`config.mk`:
```
export PLATFORM = sky130hd
export DESIGN_NAME = restador_serie
export DESIGN_NICKNAME = d
export VERILOG_FILES = /design/src/rtl/restador_serie.sv
export SDC_FILE = /design/constraint.sdc
export NUM_CORES = 1
export LEC_CHECK = 0
export CAP_MARGIN = 20
export CORE_UTILIZATION = 52
export DETAILED_ROUTE_END_ITERATION = 12
export PLACE_DENSITY_LB_ADDON = 0.12
export SLEW_MARGIN = 20
export SYNTH_ARGS = -nofsm -noshare
export SYNTH_HDL_FRONTEND = slang
export SYNTH_SLANG_ARGS = --single-unit
```
`constraint.sdc`:
```
create_clock -name clk -period 2.05 [get_ports clk]
set_clock_uncertainty 0.15 [all_clocks]
set_input_delay 0.205 -clock clk [delete_from_list [all_inputs] [get_ports clk]]
set_output_delay 0.205 -clock clk [all_outputs]
set_load 0.05 [all_outputs]
```
`src/rtl/restador_serie.sv`:
```
// ---------------------------------------------------------------------------
// restador_serie
//   Bit-serial subtractor: D = A - B, one bit per clock, LSB first, through a
//   single full-subtractor cell and a borrow flip-flop.
//
//   Handshake: inicio is sampled only while idle (REPOSO). The accepting edge
//   captures A and B and raises ocupado. Exactly ANCHO edges later listo
//   pulses for one cycle, ocupado falls, and the result outputs update all
//   at once. inicio while ocupado=1 is ignored, not queued. inicio in the
//   listo cycle is accepted, because the FSM is already back in REPOSO.
//
//   Ports
//     clk             rising-edge clock
//     rst_n           asynchronous active-low reset
//     inicio          start request (sampled in REPOSO)
//     A, B            minuend / subtrahend (sampled on the accepting edge)
//     ocupado         operation in progress
//     listo           one-cycle result-valid pulse
//     diferencia      A - B modulo 2^ANCHO (held until next completion)
//     prestamo_salida final borrow, 1 iff A < B unsigned
//     desborde        two's-complement overflow of A - B
//
//   FSM state is held in 'estado' (REPOSO/RESTA) for checker binding.
// ---------------------------------------------------------------------------
module restador_serie #(
    parameter int ANCHO = 8
) (
    input  logic             clk,
    input  logic             rst_n,
    input  logic             inicio,
    input  logic [ANCHO-1:0] A,
    input  logic [ANCHO-1:0] B,
    output logic             ocupado,
    output logic             listo,
    output logic [ANCHO-1:0] diferencia,
    output logic             prestamo_salida,
    output logic             desborde
);

    localparam int CW = (ANCHO > 1) ? $clog2(ANCHO) : 1;
    localparam logic [CW-1:0] ULTIMO = CW'(ANCHO - 1);

    typedef enum logic {
        REPOSO = 1'b0,
        RESTA  = 1'b1
    } estado_t;

    estado_t estado;
    estado_t estado_sig;

    logic [ANCHO-1:0] reg_a;
    logic [ANCHO-1:0] reg_b;
    logic [ANCHO-1:0] reg_d;
    logic             borrow;
    logic [CW-1:0]    cnt;
    logic             signo_a;
    logic             signo_b;

    // Full-subtractor cell on the current LSBs.
    logic a0;
    logic b0;
    logic d_bit;
    logic borrow_sig;
    logic ultimo_bit;

    assign a0         = reg_a[0];
    assign b0         = reg_b[0];
    assign d_bit      = a0 ^ b0 ^ borrow;
    assign borrow_sig = (~a0 & b0) | (~(a0 ^ b0) & borrow);
    assign ultimo_bit = (cnt == ULTIMO);

    // Next-state logic.
    always_comb begin
        estado_sig = estado;
        case (estado)
            REPOSO: if (inicio) estado_sig = RESTA;
            RESTA:  if (ultimo_bit) estado_sig = REPOSO;
            default: estado_sig = REPOSO;
        endcase
    end

    // State register.
    always_ff @(posedge clk or negedge rst_n) begin
        if (!rst_n) begin
            estado <= REPOSO;
        end else begin
            estado <= estado_sig;
        end
    end

    // Datapath and handshake registers.
    always_ff @(posedge clk or negedge rst_n) begin
        if (!rst_n) begin
            reg_a           <= '0;
            reg_b           <= '0;
            reg_d           <= '0;
            borrow          <= 1'b0;
            cnt             <= '0;
            signo_a         <= 1'b0;
            signo_b         <= 1'b0;
            ocupado         <= 1'b0;
            listo           <= 1'b0;
            diferencia      <= '0;
            prestamo_salida <= 1'b0;
            desborde        <= 1'b0;
        end else begin
            listo <= 1'b0;
            case (estado)
                REPOSO: begin
                    if (inicio) begin
                        reg_a   <= A;
                        reg_b   <= B;
                        reg_d   <= '0;
                        borrow  <= 1'b0;
                        cnt     <= '0;
                        signo_a <= A[ANCHO-1];
                        signo_b <= B[ANCHO-1];
                        ocupado <= 1'b1;
                    end
                end
                RESTA: begin
                    reg_a  <= reg_a >> 1;
                    reg_b  <= reg_b >> 1;
                    reg_d  <= {d_bit, reg_d[ANCHO-1:1]};
                    borrow <= borrow_sig;
                    cnt    <= cnt + CW'(1);
                    if (ultimo_bit) begin
                        // The MSB of the finished result is the bit being
                        // produced right now, so overflow is judged on d_bit.
                        diferencia      <= {d_bit, reg_d[ANCHO-1:1]};
                        prestamo_salida <= borrow_sig;
                        desborde        <= (signo_a != signo_b) && (d_bit != signo_a);
                        listo           <= 1'b1;
                        ocupado         <= 1'b0;
                        cnt             <= '0;
                    end
                end
                default: ;
            endcase
        end
    end

endmodule

```
==> summary.md <==
| Metric | Value |
|---|---|
| Status | completed |
| Clock tree buffer depth | 2 |
| Via density | 5.15 |
| Largest net degree at the start of global routing | 35 |
| Port buffer count | 30 |
| Slowest cell delay on critical path | 810 ps |
| P per Cell Area | 1510 nW/um^2 |
| Clock power share | 0.143 |
| CP bufs+invs | 1 |
| Drc violations | 0 |
| Core Rows | 21 |
| Cell taking the most area after synthesis | dfrtp_1 |
| GR Overflow Total | 0 |
| Post-Syn Nets | 175 |
| Core Region | 3440 um^2 |
| Layout cells sized above 1 | 0.187 |
| Cell area after layout | 2290 um^2 |
| Syn Inst Count | 152 |
| Net switching power figure | 1370 uW |
| Fin Setup TNS | 0 ps |
| Peak supply drop | 0.656 mV |
| Root Driver | clkbuf_8 |
| Sequential share of the synthesized area | 0.549 |
| Initial antenna violation count | 0 |
| Placed insts | 224 |
| Die ar. | 3930 um^2 |
| Top cell type's share of synthesized area | 0.549 |
| Slew HR | 0.505 |
| Fillers | 274 |
| Fin nets | 209 |
| Die X | 62.7 um |
| Clk Latency, worst-skew pair | 290 ps |
| Sw Share | 0.394 |
| Slowest cell on crit path | clkdlybuf4s50_1 |
| RSZ-0062 raised after global routing | false |
| Dpl cell area | 2200 um^2 |
| Synth top area cells | dfrtp_1 55%, mux2i_1 8.4%, mux2_2 4.7%, buf_6 4.1%, o21ai_2 4.1% |
| Cell Area, Synth | 1910 um^2 |
| 1st-pass router iterations | 4 |
| Crit-path max FO | 3 |
| Crit path max-delay family | buffers and inverters |
| Non-filler instance count after layout | 233 |
| Comb pwr share | 0.436 |
| Critical Path, Cell by Cell | clkdlybuf4s50_1 |
| CP Data Arrival Time | 1490 ps |
| WL/cell | 13.5 um |
| Total track usage | 0.192 |
| Mean Syn Cell Area | 12.6 um^2 |
| Post-synth EDFFs | 0 |
| Starting utilization of the core area | 0.556 |
| First-pass GRT wire length | 5.71 mm |
| Asr flop ratio synth | 1.00 |
| Reg clk slew, reported paths | 70 ps |
| Vias in the first global route | 1231 |
| Sink Count | 42 |
| Post-DP HPWL | 2.30 mm |
| Tmin final | 1840 ps |
| Area growth, synth to finish | 19.8% |
| Worst setup EP type | output port |
| Number of distinct library cells after synthesis | 27 |
| Total Power | 3470 uW |
| Int Pwr | 2100 uW |
| Final period utilization | 0.899 |
| Io pins | 31 |
| Max-cap viol count | 0 |
| HP Class | flop to flop |
| Prevailing post-synth register cell | dfrtp_1 |
| Slew Viols, Final | 0 |
| Worst setup path class | flop to output port |
| Worst-Margin Slew | 743 ps |
| CTS tree | yes |
| Fin util | 0.666 |
| LEAKAGE | 0.00107 uW |
| Worst Setup Start Kind | flop |
| Resized cells post-CTS | 0 |
| Drt first-iter violations | 56 |
| Critical path required time | 1690 ps |
| #FFs+latches synth | 42 |
| Vias | 1199 |
| Post-Route WL | 3.16 mm |
| Antenna-violating nets left | 0 |
| Ant. Diodes | 0 |
| CTS H-Tree Depth | 2 |
| GP Congestion | 0.736 |
| Final hold viol count | 0 |
| Sequential power share | 0.421 |
| Synth warn | 0 |
| Final setup violating endpoints | 0 |
| Worst reg2reg setup slack | 340 ps |
| Vert. Die Dim | 62.7 um |
| Count leader, synth | dfrtp_1 |
| Most frequent cells after synthesis | 42 x dfrtp_1, 20 x nand2_1, 16 x mux2i_1 |
| Max frequency | 542 MHz |
| CTS Buf Count | 5 |
[cell families after synthesis]
group,count (synthesis),share of synthesized area
multiplexers,27,0.154
AO/OA/AOI/OAI,28,0.101
flip-flops,42,0.549
AND/OR/NAND/NOR,37,0.101
buffers and inverters,14,0.0641
adder cells (fa/ha/maj),4,0.0301
[registers in the layout (all words and copies together), names as in the netlist]
| name | count |
|---|---|
| diferencia | 8 |
| reg_a | 8 |
| reg_b | 8 |
| reg_d | 7 |
| cnt | 3 |
| borrow | 1 |
| desborde | 1 |
| estado | 1 |
| listo | 1 |
| ocupado | 1 |
| prestamo_salida | 1 |
| signo_a | 1 |
| signo_b | 1 |
[cell usage in the layout (no fill, tap or decap), drive strengths merged, types with 3 or more instances in the layout]
master / Yosys / final
nand2: 21 / 21
nor2: 6 / 6
dfrtp: 42 / 42
a22o: 4 / 4
buf: 9 / 6
o21ai: 20 / 20
clkdlybuf4s50: 0 / 29
clkbuf: 0 / 8
ha: 3 / 3
nand2b: 7 / 7
inv: 5 / 5
mux2i: 16 / 16
mux2: 11 / 11
[worst register-to-register path, stage by stage (launching register included)]
cell     delay [ps]
dfrtp_1         410
fa_1            530
or3b_1          390
a31oi_1         160
[power by group through the flow]
stage	Clock [uW]	Sequential, uW	Combinational, uW
final	496	1460	1510
after floorplan	0	1710	940
after CTS	518	1460	1530
after global routing	555	1520	1650
after detailed placement	0	1480	1530
after global placement	0	1450	1490
[final cells by class]
| cell class | instances | area, um^2 | area share |
|---|---|---|---|
| Tap cell | 46 | 57.6 | 0.0251 |
| Sequential cell | 42 | 1050 | 0.459 |
| Inverter | 5 | 18.8 | 0.00819 |
| Clock buffer | 8 | 80.1 | 0.0350 |
| Timing Repair Buffer | 36 | 343 | 0.150 |
| Multi-Input combinational cell | 96 | 739 | 0.323 |
[per-stage QoR]
stage               setup WS [ps]  hold WS [ps]
floorplan                     408          -241
global placement              379           144
detailed placement            350           162
CTS                           183           341
global route                  166           360
finish                        206           334
[path summary, 6_finish.rpt]
kind / startpoint / cells after the start / endpoint
setup / recovery: ocupado / 1 / ocupado
hold / removal: reg_a[7] / 2 / reg_a[6]
setup reg to reg: reg_a[0] / 3 / desborde
hold reg to reg: reg_a[7] / 2 / reg_a[6]
max in group asynchronous: rst_n / 3 / estado
min in group asynchronous: rst_n / 2 / reg_d[3]
[layer usage]
layer	GRT usage	up-vias	wire, um
li1	-	585	-
met4	0.0785	0	29
met1	0.238	585	1390
met2	0.315	25	1620
met3	0.0547	4	113
met5	0	-	0
[what timing repair did]
item                      CTS  global route
buffers inserted            0             0
hold buffers                1             0
hold endpoints to repair   32             0
No activity file was read; power rests on OpenSTA's default activity.
==> edit 1, RTL diff (same settings) <==
`ANCHO`: 8 -> 4.
--- a/src/rtl/restador_serie.sv
+++ b/src/rtl/restador_serie.sv
@@ -23,7 +23,7 @@
 //   FSM state is held in 'estado' (REPOSO/RESTA) for checker binding.
 // ---------------------------------------------------------------------------
 module restador_serie #(
-    parameter int ANCHO = 8
+    parameter int ANCHO = 4
 ) (
     input  logic             clk,
     input  logic             rst_n,
Ports: changed (resized A, B and diferencia); port bits go from 31 to 19. No check against the original RTL was run, so the function may have changed too.
==> edit 1 against the unedited design <==
Sequential cell count down 17; setup slack worse by 21 ps; global-route usage down 1.1 points; final area down 43%; power down 42%; wire length down 46%; synthesized area down 44%; clock power down 57%; sequential share of layout area up 2.3 points; highest routed layer unchanged.
==> edit 1: results (changes against the unedited design) <==
metric	value	unit	change
status	completed		
Power Combinational	939	uW	-38%
layout cell share with drive strength beyond 1	15.0	%	-3.8 points
library cells used by synthesis	22		-19%
Worst slew margin	67.1	%	+17 points
vias	685		-43%
vias in the first global route	591		-52%
placed insts	130		-42%
post-layout power	2.01	mW	-42%
Syn Nets	99		-43%
pin count of the biggest net entering global routing	26		-26%
port bufs	18		-40%
clock network area share	2.03	%	-1.5 points
Static Leak	0.605	nW	-43%
register area share after synthesis	58.6	%	+3.7 points
Worst Hold Class	primary input to asynchronous set/reset pin		
multi-input logic area	390	um^2	-47%
first-pass GRT wire length	2.76	mm	-52%
Placement Cell Area	0.00127	mm^2	-42%
dpl ws	352	ps	+2.45 ps
Fill cells	156		-43%
CTS H-tree depth	1		-1
CTS root buffer	clkbuf_4		
number of CTS-inserted buffers	3		-2
Worst-path clk slew	130	ps	+60 ps
most area-consuming cells after synthesis	dfrtp_1 59%, mux2i_1 7.5%, mux2_2 7.4%		
Final HPWL DP	1.24	mm	-46%
global-route usage over all layers	18.1	%	-1.1 points
num sequential	25		-40%
Avg WL per Cell	12.6	um	-6.6%
Seq area share	48.2	%	+2.3 points
final net count	121		-42%
switch share	40.4	%	+0.99 points
Top Registers	diferencia: 4 flops, reg_a: 4 flops, reg_b: 4 flops		
multi-input gates	52		-46%
Avg Cell Area, Syn	12.4	um^2	-1.4%
final-layout clock buffer total	4		-4
worst path arrival time	1510	ps	+20 ps
Peak VDD IR	0.000734	V	+12%
edit 1: changes by cell type after synthesis, sizes merged:
cell    change
a21o        -1
mux2i       -8
dfrtp      -17
nand2b      -4
ha          -2
nand2      -12
mux2        -4
buf         -5
o21ai      -12
nor3b       -1
edit 1: cells by family after synthesis:
family,share of synthesized area [%]
mux,14.9
flops,58.6
buf+inv,4.81
compound gates,8.67
fa+ha+maj,3.05
simple gates,9.96
edit 1: worst paths after layout:
| path | depth (start not counted) | to | slack [ps] |
|---|---|---|---|
| worst max-delay path | 1 | ocupado | 180 |
| worst min-delay path | 2 | diferencia[1] | 100 |
| worst max register to register | 3 | desborde | 330 |
| worst min register to register | 2 | reg_b[0] | 350 |
| max in group asynchronous | 2 | cnt[1] | 1410 |
| min in group clk | 2 | reg_b[0] | 350 |
edit 1: metal layers:
layer	global-route usage [%]	routed length [um]
met1	23.5	764
met2	30.7	868
met3	2.31	47
met4	6.86	14
met5	0	0
==> edit 2, RTL diff (same flow settings) <==
Without the edit above. Make the reset (`rst_n`) synchronous in 2 clocked blocks. Comments in the files are not updated.
--- a/src/rtl/restador_serie.sv
+++ b/src/rtl/restador_serie.sv
@@ -80,7 +80,7 @@
     end
 
     // State register.
-    always_ff @(posedge clk or negedge rst_n) begin
+    always_ff @(posedge clk) begin
         if (!rst_n) begin
             estado <= REPOSO;
         end else begin
@@ -89,7 +89,7 @@
     end
 
     // Datapath and handshake registers.
-    always_ff @(posedge clk or negedge rst_n) begin
+    always_ff @(posedge clk) begin
         if (!rst_n) begin
             reg_a           <= '0;
             reg_b           <= '0;
Behaviour: differs if rst_n is asserted again (counterexample within 4 cycles, from zero or initial values and one cycle with rst_n low); with rst_n held inactive, the same outputs for 10 cycles.
==> edit 2 against the unedited design <==
Sequential share of layout area is 8.5 points lower; maximum frequency shrank 0.90%; setup slack worse by 17 ps; non-clock buffer count shrank 1; synthesized area down 2.9%; sequential cell count did not move; die area down 2.9%; final area decreased by 2.1%; wire length rose by 1.5%; critical endpoint is now diferencia[2]; highest routed layer unchanged.
Power is not compared: it rests on default switching activity, and its combinational part moved more than twofold at a synthesized area within 25%.
==> edit 2: results (changes against the unedited design) <==
metric	value	unit	change
status	completed		
Layout Cells excl Fill	274		+18%
library cells used by synthesis	30		+11%
Post-Synth Adder-Cell Area	3.10	%	+0.091 points
placer congestion estimate	0.713		-3.1%
crit path to	diferencia[2]		
Syn Nets	222		+27%
layout cell share with drive strength beyond 1	7.02	%	-12 points
top cells by count, synth	42 x dfxtp_1, 32 x nand2_1, 18 x mux2i_1, 14 x and2_1, 14 x nor2b_1		
r2r startpoint	reg_b[0]		
Clock Latency Late Sink	350	ps	+60 ps
Post-synth ARST share	0	%	-100 points
Final HPWL DP	2.18	mm	-5.1%
register area share after synthesis	45.3	%	-9.7 points
gate count after technology mapping	199		+31%
global-route usage over all layers	19.5	%	+0.28 points
worst setup margin	189	ps	-16.7 ps
Detailed Route Iter0 Violations	41		-27%
Fill cells	284		+3.6%
dpl ws	325	ps	-24.7 ps
actual slew at the worst max-slew pin	498	ps	-245 ps
first-pass GRT wire length	5.31	mm	-7.1%
Worst-path clk slew	130	ps	+60 ps
Avg WL per Cell	11.7	um	-14%
final net count	250		+20%
Setup crit start	diferencia[2]		
Worst R2R Setup Slack	290	ps	-50 ps
edit 2: kinds of logic after synthesis:
logic type	Yosys count
AO/OA/AOI/OAI	37
multiplexers	18
AND/OR/NAND/NOR	82
flip-flops	42
buffers and inverters	16
adder cells (fa/ha/maj)	4
edit 2: how the worst min path moves through the flow:
stage / start / to / slack (ps) / cells after the start
after floorplan: A[7] / reg_a[7] / 200 / 2
after global placement: reg_d[1] / diferencia[0] / 290 / 2
after detailed placement: diferencia[7] / diferencia[7] / 300 / 2
after CTS: diferencia[7] / diferencia[7] / 310 / 2
after global routing: diferencia[1] / diferencia[1] / 340 / 2
final: diferencia[7] / diferencia[7] / 310 / 2
edit 2: area by class of cell:
class                      instances  area (um^2)  area share (%)
multi-input combinational        141          897            40.0
timing repair buffer              35          363            16.2
sequential                        42          841            37.5
clock buffer                       5         37.5            1.67
inverter                           2         7.51           0.335
clock inverter                     3         40.0            1.78
tap                               46         57.6            2.57
edit 2: power by group:
group / switching, mW / internal [mW] / total [mW]
Sequential: 0.0188 / 0.844 / 0.863
Clock: 0.265 / 0.253 / 0.518
Combinational: 0.0786 / 0.0973 / 0.176
Total: 0.362 / 1.19 / 1.56
edit 2: per-layer routing:
metal | part of all wire, % | routed length (um) | GRT usage, %
met2 | 47 | 1500 | 33.3
met4 | 0.59 | 19 | 7.30
met5 | 0 | 0 | 0
met3 | 4.2 | 135 | 6.00
met1 | 48 | 1550 | 23.1
edit 2: per-stage QoR:
stage               cell area [um^2]  utilization, %
floorplan                       1860               -
global placement                2170            63.9
detailed placement              2170            63.9
CTS                             2240            66.2
global route                    2240            66.2
finish                          2240            66.2
